<file path="src/rtl/dense_pkg.sv">
// Shared constants, state encoding and weight/bias tables for the dense classifier.
package dense_pkg;

    localparam int N_FEAT  = 20;
    localparam int N_CLASS = 10;
    localparam int X_W     = 6;
    localparam int W_W     = 4;
    localparam int ACC_W   = 17;

    localparam logic [4:0] F_LAST = 5'(N_FEAT - 1);
    localparam logic [3:0] C_LAST = 4'(N_CLASS - 1);

    typedef enum logic [1:0] {
        LOAD  = 2'd0,
        MAC   = 2'd1,
        FINAL = 2'd2,
        DONE  = 2'd3
    } state_t;

    localparam logic signed [W_W-1:0] DENSE_W [N_CLASS][N_FEAT] = '{
        '{ 4'sd1,  4'sd1,  4'sd1,  4'sd1,  4'sd1,  4'sd1,  4'sd1,  4'sd1,  4'sd1,  4'sd1,
           4'sd1,  4'sd1,  4'sd1,  4'sd1,  4'sd1,  4'sd1,  4'sd1,  4'sd1,  4'sd1,  4'sd1},
        '{-4'sd1, -4'sd1, -4'sd1, -4'sd1, -4'sd1, -4'sd1, -4'sd1, -4'sd1, -4'sd1, -4'sd1,
          -4'sd1, -4'sd1, -4'sd1, -4'sd1, -4'sd1, -4'sd1, -4'sd1, -4'sd1, -4'sd1, -4'sd1},
        '{ 4'sd2, -4'sd2,  4'sd2, -4'sd2,  4'sd2, -4'sd2,  4'sd2, -4'sd2,  4'sd2, -4'sd2,
           4'sd2, -4'sd2,  4'sd2, -4'sd2,  4'sd2, -4'sd2,  4'sd2, -4'sd2,  4'sd2, -4'sd2},
        '{ 4'sd3,  4'sd3,  4'sd3,  4'sd3,  4'sd3,  4'sd3,  4'sd3,  4'sd3,  4'sd3,  4'sd3,
          -4'sd3, -4'sd3, -4'sd3, -4'sd3, -4'sd3, -4'sd3, -4'sd3, -4'sd3, -4'sd3, -4'sd3},
        '{ 4'sd0,  4'sd0,  4'sd0,  4'sd0,  4'sd0,  4'sd0,  4'sd0,  4'sd0,  4'sd0,  4'sd0,
           4'sd0,  4'sd0,  4'sd0,  4'sd0,  4'sd0,  4'sd0,  4'sd0,  4'sd0,  4'sd0,  4'sd0},
        '{ 4'sd7,  4'sd7,  4'sd7,  4'sd7,  4'sd7,  4'sd0,  4'sd0,  4'sd0,  4'sd0,  4'sd0,
           4'sd0,  4'sd0,  4'sd0,  4'sd0,  4'sd0,  4'sd0,  4'sd0,  4'sd0,  4'sd0,  4'sd0},
        '{-4'sd2, -4'sd2, -4'sd2, -4'sd2, -4'sd2, -4'sd2, -4'sd2, -4'sd2, -4'sd2, -4'sd2,
          -4'sd2, -4'sd2, -4'sd2, -4'sd2, -4'sd2, -4'sd2, -4'sd2, -4'sd2, -4'sd2, -4'sd2},
        '{ 4'sd0,  4'sd0,  4'sd0,  4'sd0,  4'sd0,  4'sd0,  4'sd0,  4'sd0,  4'sd0,  4'sd0,
           4'sd0,  4'sd0,  4'sd0,  4'sd0,  4'sd0,  4'sd7,  4'sd7,  4'sd7,  4'sd7,  4'sd7},
        '{ 4'sd1,  4'sd0,  4'sd1,  4'sd0,  4'sd1,  4'sd0,  4'sd1,  4'sd0,  4'sd1,  4'sd0,
           4'sd1,  4'sd0,  4'sd1,  4'sd0,  4'sd1,  4'sd0,  4'sd1,  4'sd0,  4'sd1,  4'sd0},
        '{-4'sd7,  4'sd7, -4'sd7,  4'sd7, -4'sd7,  4'sd7, -4'sd7,  4'sd7, -4'sd7,  4'sd7,
          -4'sd7,  4'sd7, -4'sd7,  4'sd7, -4'sd7,  4'sd7, -4'sd7,  4'sd7, -4'sd7,  4'sd7}
    };

    localparam logic signed [ACC_W-1:0] DENSE_BIAS [N_CLASS] = '{
        -17'sd40, -17'sd40, -17'sd16, 17'sd0, 17'sd48,
        -17'sd8,   17'sd64,  17'sd0,  17'sd8, -17'sd32
    };

endpackage

</file>
<file path="src/rtl/dense_seq_ctrl_if.sv">
// Feature input stream and result output stream of the dense classifier.
interface dense_seq_ctrl_if;
    import dense_pkg::*;

    logic                    in_valid;
    logic                    in_ready;
    logic [X_W-1:0]          in_data;
    logic                    out_valid;
    logic                    out_ready;
    logic [N_CLASS-1:0]      out_onehot;
    logic [3:0]              out_idx;
    logic signed [ACC_W-1:0] out_score;

    modport slave (
        input  in_valid, in_data, out_ready,
        output in_ready, out_valid, out_onehot, out_idx, out_score
    );

    modport master (
        output in_valid, in_data, out_ready,
        input  in_ready, out_valid, out_onehot, out_idx, out_score
    );

endinterface

</file>
<file path="src/rtl/dense_weight_rom.sv">
// Combinational (class, feature) -> (weight, bias) lookup from the package tables.
module dense_weight_rom
    import dense_pkg::*;
(
    input  logic [3:0]              c,
    input  logic [4:0]              f,
    output logic signed [W_W-1:0]   w,
    output logic signed [ACC_W-1:0] bias
);

    // Out-of-range indices read as zero.
    always_comb begin
        w    = '0;
        bias = '0;
        if (c < 4'(N_CLASS)) begin
            bias = DENSE_BIAS[c];
            if (f < 5'(N_FEAT)) begin
                w = DENSE_W[c][f];
            end
        end
    end

endmodule

</file>
<file path="src/rtl/dense_seq_ctrl.sv">
// Sequential dense classifier: buffer a frame, one MAC per cycle, running signed argmax.
module dense_seq_ctrl
    import dense_pkg::*;
(
    input  logic            clk,
    input  logic            rst,
    input  logic            soft_clr,
    dense_seq_ctrl_if.slave bus,
    output logic            busy
);

    localparam logic [1:0] ST_LOAD  = LOAD;
    localparam logic [1:0] ST_MAC   = MAC;
    localparam logic [1:0] ST_FINAL = FINAL;
    localparam logic [1:0] ST_DONE  = DONE;

    logic [1:0]              state;
    logic [4:0]              f;
    logic [3:0]              c;
    logic [X_W-1:0]          fbuf [N_FEAT];
    logic signed [ACC_W-1:0] score [N_CLASS];
    logic signed [ACC_W-1:0] acc;
    logic signed [ACC_W-1:0] max_r;
    logic [3:0]              idx_r;
    logic signed [W_W-1:0]   w;
    logic signed [ACC_W-1:0] bias;
    logic signed [ACC_W-1:0] prod;
    logic signed [ACC_W-1:0] total;
    logic [N_CLASS-1:0]      onehot;
    logic                    accept;

    dense_weight_rom u_rom (
        .c    (c),
        .f    (f),
        .w    (w),
        .bias (bias)
    );

    assign bus.in_ready = (state == ST_LOAD) && !rst;
    assign busy         = (state != ST_LOAD);
    assign accept       = bus.in_valid && bus.in_ready;

    // Product of the current weight and buffered feature, accumulated onto bias at f=0.
    always_comb begin
        prod  = ACC_W'(w) * ACC_W'($signed({1'b0, fbuf[f]}));
        total = ((f == '0) ? bias : acc) + prod;
    end

    // Classes whose score equals the running maximum.
    always_comb begin
        onehot = '0;
        for (int unsigned i = 0; i < N_CLASS; i++) begin
            onehot[i] = (score[i] == max_r);
        end
    end

    // State and class/feature counters.
    always_ff @(posedge clk or posedge rst) begin
        if (rst) begin
            state <= ST_LOAD;
            f     <= '0;
            c     <= '0;
        end else if (soft_clr) begin
            state <= ST_LOAD;
            f     <= '0;
            c     <= '0;
        end else begin
            case (state)
                ST_LOAD: begin
                    if (accept) begin
                        if (f == F_LAST) begin
                            state <= ST_MAC;
                            f     <= '0;
                            c     <= '0;
                        end else begin
                            f <= f + 5'd1;
                        end
                    end
                end
                ST_MAC: begin
                    if (f == F_LAST) begin
                        f <= '0;
                        if (c == C_LAST) begin
                            state <= ST_FINAL;
                            c     <= '0;
                        end else begin
                            c <= c + 4'd1;
                        end
                    end else begin
                        f <= f + 5'd1;
                    end
                end
                ST_FINAL: state <= ST_DONE;
                ST_DONE: begin
                    if (bus.out_ready) begin
                        state <= ST_LOAD;
                        f     <= '0;
                    end
                end
                default: state <= ST_LOAD;
            endcase
        end
    end

    // Feature buffer, written on each accepted beat.
    always_ff @(posedge clk or posedge rst) begin
        if (rst) begin
            for (int unsigned i = 0; i < N_FEAT; i++) fbuf[i] <= '0;
        end else if (soft_clr) begin
            for (int unsigned i = 0; i < N_FEAT; i++) fbuf[i] <= '0;
        end else if (accept) begin
            fbuf[f] <= bus.in_data;
        end
    end

    // Accumulator, per-class scores and running max; ties keep the lower index.
    always_ff @(posedge clk or posedge rst) begin
        if (rst) begin
            acc   <= '0;
            max_r <= '0;
            idx_r <= '0;
            for (int unsigned i = 0; i < N_CLASS; i++) score[i] <= '0;
        end else if (soft_clr) begin
            acc   <= '0;
            max_r <= '0;
            idx_r <= '0;
            for (int unsigned i = 0; i < N_CLASS; i++) score[i] <= '0;
        end else if (state == ST_MAC) begin
            acc <= total;
            if (f == F_LAST) begin
                score[c] <= total;
                if (c == '0 || total > max_r) begin
                    max_r <= total;
                    idx_r <= c;
                end
            end
        end
    end

    // Result registers, loaded in FINAL and held until the output handshake.
    always_ff @(posedge clk or posedge rst) begin
        if (rst) begin
            bus.out_valid  <= 1'b0;
            bus.out_onehot <= '0;
            bus.out_idx    <= '0;
            bus.out_score  <= '0;
        end else if (soft_clr) begin
            bus.out_valid  <= 1'b0;
            bus.out_onehot <= '0;
            bus.out_idx    <= '0;
            bus.out_score  <= '0;
        end else if (state == ST_FINAL) begin
            bus.out_valid  <= 1'b1;
            bus.out_onehot <= onehot;
            bus.out_idx    <= idx_r;
            bus.out_score  <= max_r;
        end else if (state == ST_DONE && bus.out_ready) begin
            bus.out_valid <= 1'b0;
        end
    end

endmodule

</file>
<file path="src/flat_wrapper.sv">
// flat-port wrapper written by rule: the top's interface ports become plain ports
module dense_seq_ctrl_flat import dense_pkg::*;
  (clk, rst, soft_clr, busy, bus_in_valid, bus_in_data, bus_out_ready, bus_in_ready, bus_out_valid, bus_out_onehot, bus_out_idx, bus_out_score);
  dense_seq_ctrl_if bus_i ();
  input  logic clk;
  input  logic rst;
  input  logic soft_clr;
  output logic busy;
  input wire logic [$bits(bus_i.in_valid)-1:0] bus_in_valid;
  input wire logic [$bits(bus_i.in_data)-1:0] bus_in_data;
  input wire logic [$bits(bus_i.out_ready)-1:0] bus_out_ready;
  output wire logic [$bits(bus_i.in_ready)-1:0] bus_in_ready;
  output wire logic [$bits(bus_i.out_valid)-1:0] bus_out_valid;
  output wire logic [$bits(bus_i.out_onehot)-1:0] bus_out_onehot;
  output wire logic [$bits(bus_i.out_idx)-1:0] bus_out_idx;
  output wire logic [$bits(bus_i.out_score)-1:0] bus_out_score;
  assign bus_i.in_valid = bus_in_valid;
  assign bus_i.in_data = bus_in_data;
  assign bus_i.out_ready = bus_out_ready;
  assign bus_in_ready = bus_i.in_ready;
  assign bus_out_valid = bus_i.out_valid;
  assign bus_out_onehot = bus_i.out_onehot;
  assign bus_out_idx = bus_i.out_idx;
  assign bus_out_score = bus_i.out_score;
  dense_seq_ctrl u_core (.clk(clk), .rst(rst), .soft_clr(soft_clr), .bus(bus_i), .busy(busy));
endmodule
</file>
<file path="config.mk">
export PLATFORM = sky130hd
export DESIGN_NAME = dense_seq_ctrl_flat
export DESIGN_NICKNAME = d
export VERILOG_FILES = /design/src/rtl/dense_pkg.sv /design/src/rtl/dense_seq_ctrl_if.sv /design/src/rtl/dense_weight_rom.sv /design/src/rtl/dense_seq_ctrl.sv /design/src/flat_wrapper.sv
export SDC_FILE = /design/constraint.sdc
export NUM_CORES = 1
export LEC_CHECK = 0
export CAP_MARGIN = 0
export CORE_UTILIZATION = 53
export DETAILED_ROUTE_END_ITERATION = 16
export GPL_ROUTABILITY_DRIVEN = 0
export PLACE_DENSITY = 0.69
export SYNTH_ARGS = -nofsm -noshare
export SYNTH_HDL_FRONTEND = slang
export SYNTH_SLANG_ARGS = --single-unit
</file>
<file path="constraint.sdc">
create_clock -name clk -period 12.1 [get_ports clk]
set_input_delay 2.42 -clock clk [delete_from_list [all_inputs] [get_ports clk]]
set_output_delay 2.42 -clock clk [all_outputs]
set_load 0.05 [all_outputs]
</file>
# --- After elaboration in Yosys (flattened, before gate mapping) ---
# Memory sizes are Yosys's and may differ from the RTL's.
# Cells that the tools add are included.
totals:
  output_inout_bits: 34
  input_bits: 11
  rom_bits: 1552
  wordCells: 161
  n_memories: 2
  reg_bits: 371
op_classes:
  add_sub_neg: 3
  mux: 62
  n_reduce_logical: 24
  n_lt_le_gt_ge: 7
  bitwise_logic: 2
  n_eq_ne: 20
  multipliers: 1
memory_table:
  columns: ["name", "words", "word_bits", "read_ports", "rd_clocked_by_memory_dff", "write_ports", "line", "rtl"]
  rows:
  - ["(no name shown)", 16, 80, 1, 0, 0, "dense_weight_rom.sv:18", "w = DENSE_W[c][f];"]
  - ["(no name shown)", 16, 17, 1, 0, 0, "dense_weight_rom.sv:16", "bias = DENSE_BIAS[c];"]
ops:
  columns: ["operator", "count"]
  rows:
  - ["2-to-1 mux 170 bit", 3]
  - ["2-to-1 mux 120 bit", 2]
  - ["2-to-1 mux 17 bit", 13]
  - ["bitwise mux 170 bit", 1]
  - ["equality test 17 bit", 10]
  - ["2-to-1 mux 80 bit", 2]
  - ["bitwise mux 120 bit", 1]
  - ["demux 17 bit (select 4 bit)", 1]
  - ["2-to-1 mux 4 bit", 15]
  - ["binary-select mux 6 bit (select 5 bit)", 1]
  - ["demux 6 bit (select 5 bit)", 1]
  - ["binary-select mux 4 bit (select 5 bit)", 1]
  - ["2-to-1 mux 10 bit", 2]
  - ["2-to-1 mux 5 bit", 4]
  - ["2-to-1 mux 6 bit", 3]
  - ["adder 17 bit", 1]
  - ["> comparator 17 bit", 1]
  - ["case mux 5 bit (3 select lines)", 1]
  - ["2-to-1 mux 2 bit", 6]
  - ["nonzero test 2 bit", 6]
  - ["multiplier 4 x 7 -> 11 bit", 1]
  - ["!= test 3 x 2 -> 1 bit, second input constant", 3]
  - ["case mux 2 bit (4 select lines)", 1]
  - ["case mux 4 bit (2 select lines)", 1]
  - ["28 further kinds", 38]

# --- Logic depth before layout (Yosys ltp) ---
# Gate-level depths: netlist of run 1.
logic_depth:
  word_depth: 17
  ltp_mapped: 41

# --- Modules after synthesis ---
# Synthesis of run 1 repeated with hierarchy kept, for this count alone.
hier_totals:
  cells_unflattened: 2128
  area_unflattened_um2: 21226.6
by_module_without_submodules:
  columns: ["mod", "cells_per_inst", "n_inst", "seq_area_each_um2", "area_per_inst_um2"]
  rows:
  - ["dense_seq_ctrl", 2009, 1, 9283.9, 20375.8]
  - ["dense_weight_rom", 119, 1, 0.0, 850.8]

# --- Worst setup path after synthesis of run 1 ---
# Ideal clock, no wire load.
synth_path:
  kind: "reg2reg"
  start: "register u_core.c[1]"
  end: "register u_core.max_r[16]"
  path_slack_ns: 2.793
  t_arrival_ns: 9.186
  required_time_ns: 11.978
  path_stages_with_launch: 37
  path_buffers: 3
  path_cell_list: "dfrtp_1 clkbuf_1 inv_1 ha_1 nand2b_1 a21oi_1 o22ai_1 a2bb2o_1 mux2i_1 o221ai_1 or2_2 fa_1 fa_1 inv_1 fa_1 ha_1 a211oi_1 nor2_1 or4_1 a31oi_1 xnor2_1 ha_1 a21oi_1 o31ai_1 a22o_1 or3_1 o311ai_1 buf_2 ha_1 a211oi_1 nand2_1 a2111oi_0 a221oi_1 nor2_1 buf_2 a21oi_1 a2111oi_1"
synth_between:
  elab_chain_cells: 15
  word_cells_on_any_way: 26
  classes_between: "add/sub: 1; mul: 1; order compare: 2; mux: 15; bitwise: 1; reduce/logical: 4; memory: 2"
synth_lines:
  columns: ["element", "line", "rtl"]
  rows:
  - ["from (decl)", "dense_seq_ctrl.sv:19", "logic [3:0] c;"]
  - ["from (signal assigned)", "dense_seq_ctrl.sv:87", "c <= c + 4'd1;"]
  - ["NOT 4 -> 5 bit (implied by the code)", "dense_weight_rom.sv:16, dense_weight_rom.sv:18", null]
  - ["memory (16 x 80 bit)", null, null]
  - ["2-to-1 mux 80 bit (implied by the code) (2 in a row)", "dense_weight_rom.sv:18", null]
  - ["binary-select mux 4 bit (select 5 bit)", "dense_weight_rom.sv:18", null]
  - ["2-to-1 mux 4 bit (implied by the code) (2 in a row)", "dense_weight_rom.sv:18", null]
  - ["2-to-1 mux 4 bit", "dense_weight_rom.sv:17", "if (f < 5'(N_FEAT)) begin"]
  - ["2-to-1 mux 4 bit", "dense_weight_rom.sv:15", "if (c < 4'(N_CLASS)) begin"]
  - ["multiplier 4 x 7 -> 11 bit", "dense_seq_ctrl.sv:45", "prod = ACC_W'(w) * ACC_W'($signed({1'b0, fbuf[f]}));"]
  - ["adder 17 bit", "dense_seq_ctrl.sv:46", "total = ((f == '0) ? bias : acc) + prod;"]
  - ["> comparator 17 bit / 2-to-1 mux 17 bit (equally long branches)", "dense_seq_ctrl.sv:132", "if (c == '0 || total > max_r) begin"]
  - ["logical OR 1 bit / 2-to-1 mux 17 bit (equally long branches)", "dense_seq_ctrl.sv:132, dense_seq_ctrl.sv:130", null]
  - ["nonzero test 2 bit (no line) / 2-to-1 mux 17 bit (equally long branches)", null, null]
  - ["AND reduction 3 bit (no line) / 2-to-1 mux 17 bit (equally long branches)", null, null]
  - ["to (signal assigned)", "dense_seq_ctrl.sv:133", "max_r <= total;"]
  - ["to (decl)", "dense_seq_ctrl.sv:23", "logic signed [ACC_W-1:0] max_r;"]
# Several ways; a longest one is shown, not always the timed one. The select of a mux whose other input is x is not followed.
# A chain may end at the register's enable or synchronous reset.

# --- Worst setup path after layout of run 1 ---
layout_path:
  start: "register u_core.c[0]"
  end: "register u_core.max_r[16]"
# Same word-level chain as after synthesis.

==> results.cfg, run 1 <==
[run_status]
status = complete, no violations

[final_layout]
drive_gt1_share_pct = 7.689
final_util_pct = 59.56
n_fill_cell = 3400
fin_nets = 2346
area_growth_pct = 10.16
final_area_um2 = 23120
antenna-diode-count = 0

[synthesis]
synthesis.nets = 2385
synth_compound_area_share_pct = 13.19
ys_seq_area_share_pct = 44.22
yosysWarnings = 0
avgSynthCellArea_um2 = 9.135
synth_top_family_by_area = simple AND/OR/NAND/NOR gates
ys_async_sr_fraction_pct = 100.0
ys_seq_elements = 371
synth-simple-area-share_pct = 18.16
synth-xor-area-share_pct = 8.201
syn-instance-count = 2298
synth_fa_ha_area_share_pct = 4.887
synth_area_um2 = 20990
ys_types = 80
synth_edf_count = 0
synthMuxAreaShare_pct = 6.866
synth_ff_type = dfrtp_1

[clock_tree]
cts_buffers = 42
clkLatencyLatePin_ps = 570
clk_pin_slew_ps = 60
clockBufferDepth = 3
clkSinkCount = 371
root_buffer = clkbuf_16
cts_resized = 0
hold_buffers = 0
cts_tree = built
post-cts-setup-buffers = 0
htree_levels = 2

[flow_run]
cap_viol_max_count = 0

[floorplanning]
chipWidth_um = 201.0
start_util_pct = 54.07
core_um2 = 38830
die_h_um = 201.0
die_area_um2 = 40410
row_count = 72
pin_count = 45

[sta]
fin_tns_setup_ps = 0
fmax_mhz = 93.59
setup_violations = 0
slew_violations = 0
worst-slew-pin-transition_ps = 1235
hold_viol = 0
clock_skew_ps = 31.50
slew_headroom_pct = 17.69
min_period_ps = 10680
rsz0062_at_grt = false
finalCritPeriodShare_pct = 88.31
timing.hold.ws_ps = 468.7
fin_ws_ps = 1415

[detailed_routing]
routed_via_density = 6.048
drc = 0
dr.pass1.iters = 5
routedWlPerCell_um = 21.16
ant_nets = 0
drt_iter0_markers = 1545
vias = 16980
routed_wirelength_mm = 59.39

[global_routing]
grtUsageTotal_pct = 30.02
grt_pass1_vias = 16780
grt_pass1_wl_mm = 94.77
grt.overflow.total = 0
grt_start_max_net_pins = 177
antenna_found_initial = 0

[worst_setup_path]
critPathKind = reg2reg
crit_fanout = 38
cp_data_arrival_time_ps = 11130
regToRegStartpoint = u_core.c[0]
end_kind = flop
r2r_end = u_core.max_r[16]
critical_path_required_ps = 12540
worst_path_largest_cell_delay_ps = 740
cp_slowest_cell = dfrtp_1
reg2reg_setup_slack_ps = 1420
crit_top_cell = ha_1
startpoint_type = flop
rr_worst_depth = 35

[power_and_ir_drop]
power_density_nw_per_um2 = 144.8
leakage_nw = 10.43
ir_worst_vdd_mv = 0.1078

[min_path]
hp-start = u_core.bus.out_onehot[6]
hold_path_class = reg2reg
whs_path_depth = 2
min_to = u_core.bus.out_onehot[6]

[place]
dpl-instance-area_um2 = 21750
dp_hpwl_mm = 37.77
place_ws_ps = 1647
portBuffers = 44
==> worst max-delay path by stage <==
stage / slack [ps] / end / start
finish: 1420 / u_core.max_r[16] / u_core.c[0]
detailed placement: 1650 / u_core.max_r[16] / u_core.c[0]
global route: 650 / u_core.max_r[16] / u_core.c[0]
floorplan: 2790 / u_core.max_r[16] / u_core.c[1]
CTS: 1600 / u_core.max_r[16] / u_core.c[0]
global placement: 2020 / u_core.max_r[16] / u_core.c[0]
==> power by group <==
| group | leakage, nW | switching (W) | total, W | internal [W] |
|---|---|---|---|---|
| logic | 4.60 | 0.000502 | 0.000737 | 0.000234 |
| registers | 5.16 | 0.0000681 | 0.00133 | 0.00126 |
| clock network | 0.675 | 0.000518 | 0.00128 | 0.000762 |
==> routing by layer <==
layer  wire, um  global-route usage [%]
met1      24430                   39.22
met5          0                       0
met2      28530                   49.11
met4       2579                   13.58
met3       3850                   5.016
==> cells in the final DEF, fill, tap and decap left out, types with 53 or more instances in the layout <==
| master | n |
|---|---|
| ha_1 | 66 |
| nand3_1 | 129 |
| xor2_1 | 132 |
| xnor2_1 | 56 |
| dfrtp_1 | 370 |
| mux2i_1 | 72 |
| nand2_1 | 390 |
| nor2_1 | 205 |
| inv_1 | 53 |
| a21oi_1 | 242 |
| o21ai_0 | 66 |
==> layout make-up <==
class	count	area, um2	area share, %
Clock buffer	65	1269	5.486
Multi-Input combinational cell	1698	10810	46.74
Sequential cell	371	9285	40.15
Clock inverter	9	105.1	0.4545
Tap cell	518	648.1	2.803
Inverter	58	221.5	0.9577
Timing Repair Buffer	88	788.3	3.409
==> cell usage after synthesis (34+ instances only) <==
library cell	n	area share, %
nand2_1	390	7.0
a21oi_1	242	5.8
xor2_1	132	5.5
mux2i_1	72	3.4
dfrtp_1	371	44
nor4_1	34	1.0
nor2_1	206	3.7
clkbuf_1	115	2.1
nand3_1	129	3.1
o21ai_0	66	1.6
xnor2_1	56	2.3
inv_1	54	0.97
ha_1	66	3.9
==> flip-flops by register name, summed over array words and instances (netlist names) <==
register / count
u_core.bus.out_idx: 4
u_core.acc: 17
u_core.fbuf: 120
u_core.idx_r: 4
u_core.state: 2
u_core.bus.out_score: 17
u_core.max_r: 17
u_core.bus.out_valid: 1
u_core.f: 5
u_core.score: 170
u_core.bus.out_onehot: 10
u_core.c: 4
==> worst max-delay path: cells and delay by family, from the launching register on <==
| kind | cells | cell delay, ps |
|---|---|---|
| compound gates | 14 | 3660 |
| flops | 1 | 740 |
| simple gates | 7 | 1310 |
| fa+ha+maj | 7 | 2850 |
| xor+xnor | 2 | 860 |
| mux | 1 | 140 |
| buf+inv | 4 | 960 |
==> stage by stage <==
stage                     instances  power [W]
after global placement         2733   0.002064
after CTS                      2807   0.003358
after detailed placement       2733   0.002075
after floorplan                2298   0.001805
final                          2807   0.003349
after global routing           2807   0.003475
==> cell families after synthesis <==
family | count (synthesis)
simple gates | 868
compound gates | 459
flops | 371
buf+inv | 229
xor+xnor | 191
mux | 104
fa+ha+maj | 76
Power figures use the tool's default switching activity.
==> run 2: changes to the inputs <==
Settings changed: CTS_CLUSTER_DIAMETER set to 200.
==> results of run 2 <==
No change in the layout: final DEF, timing and power equal those of run 1.
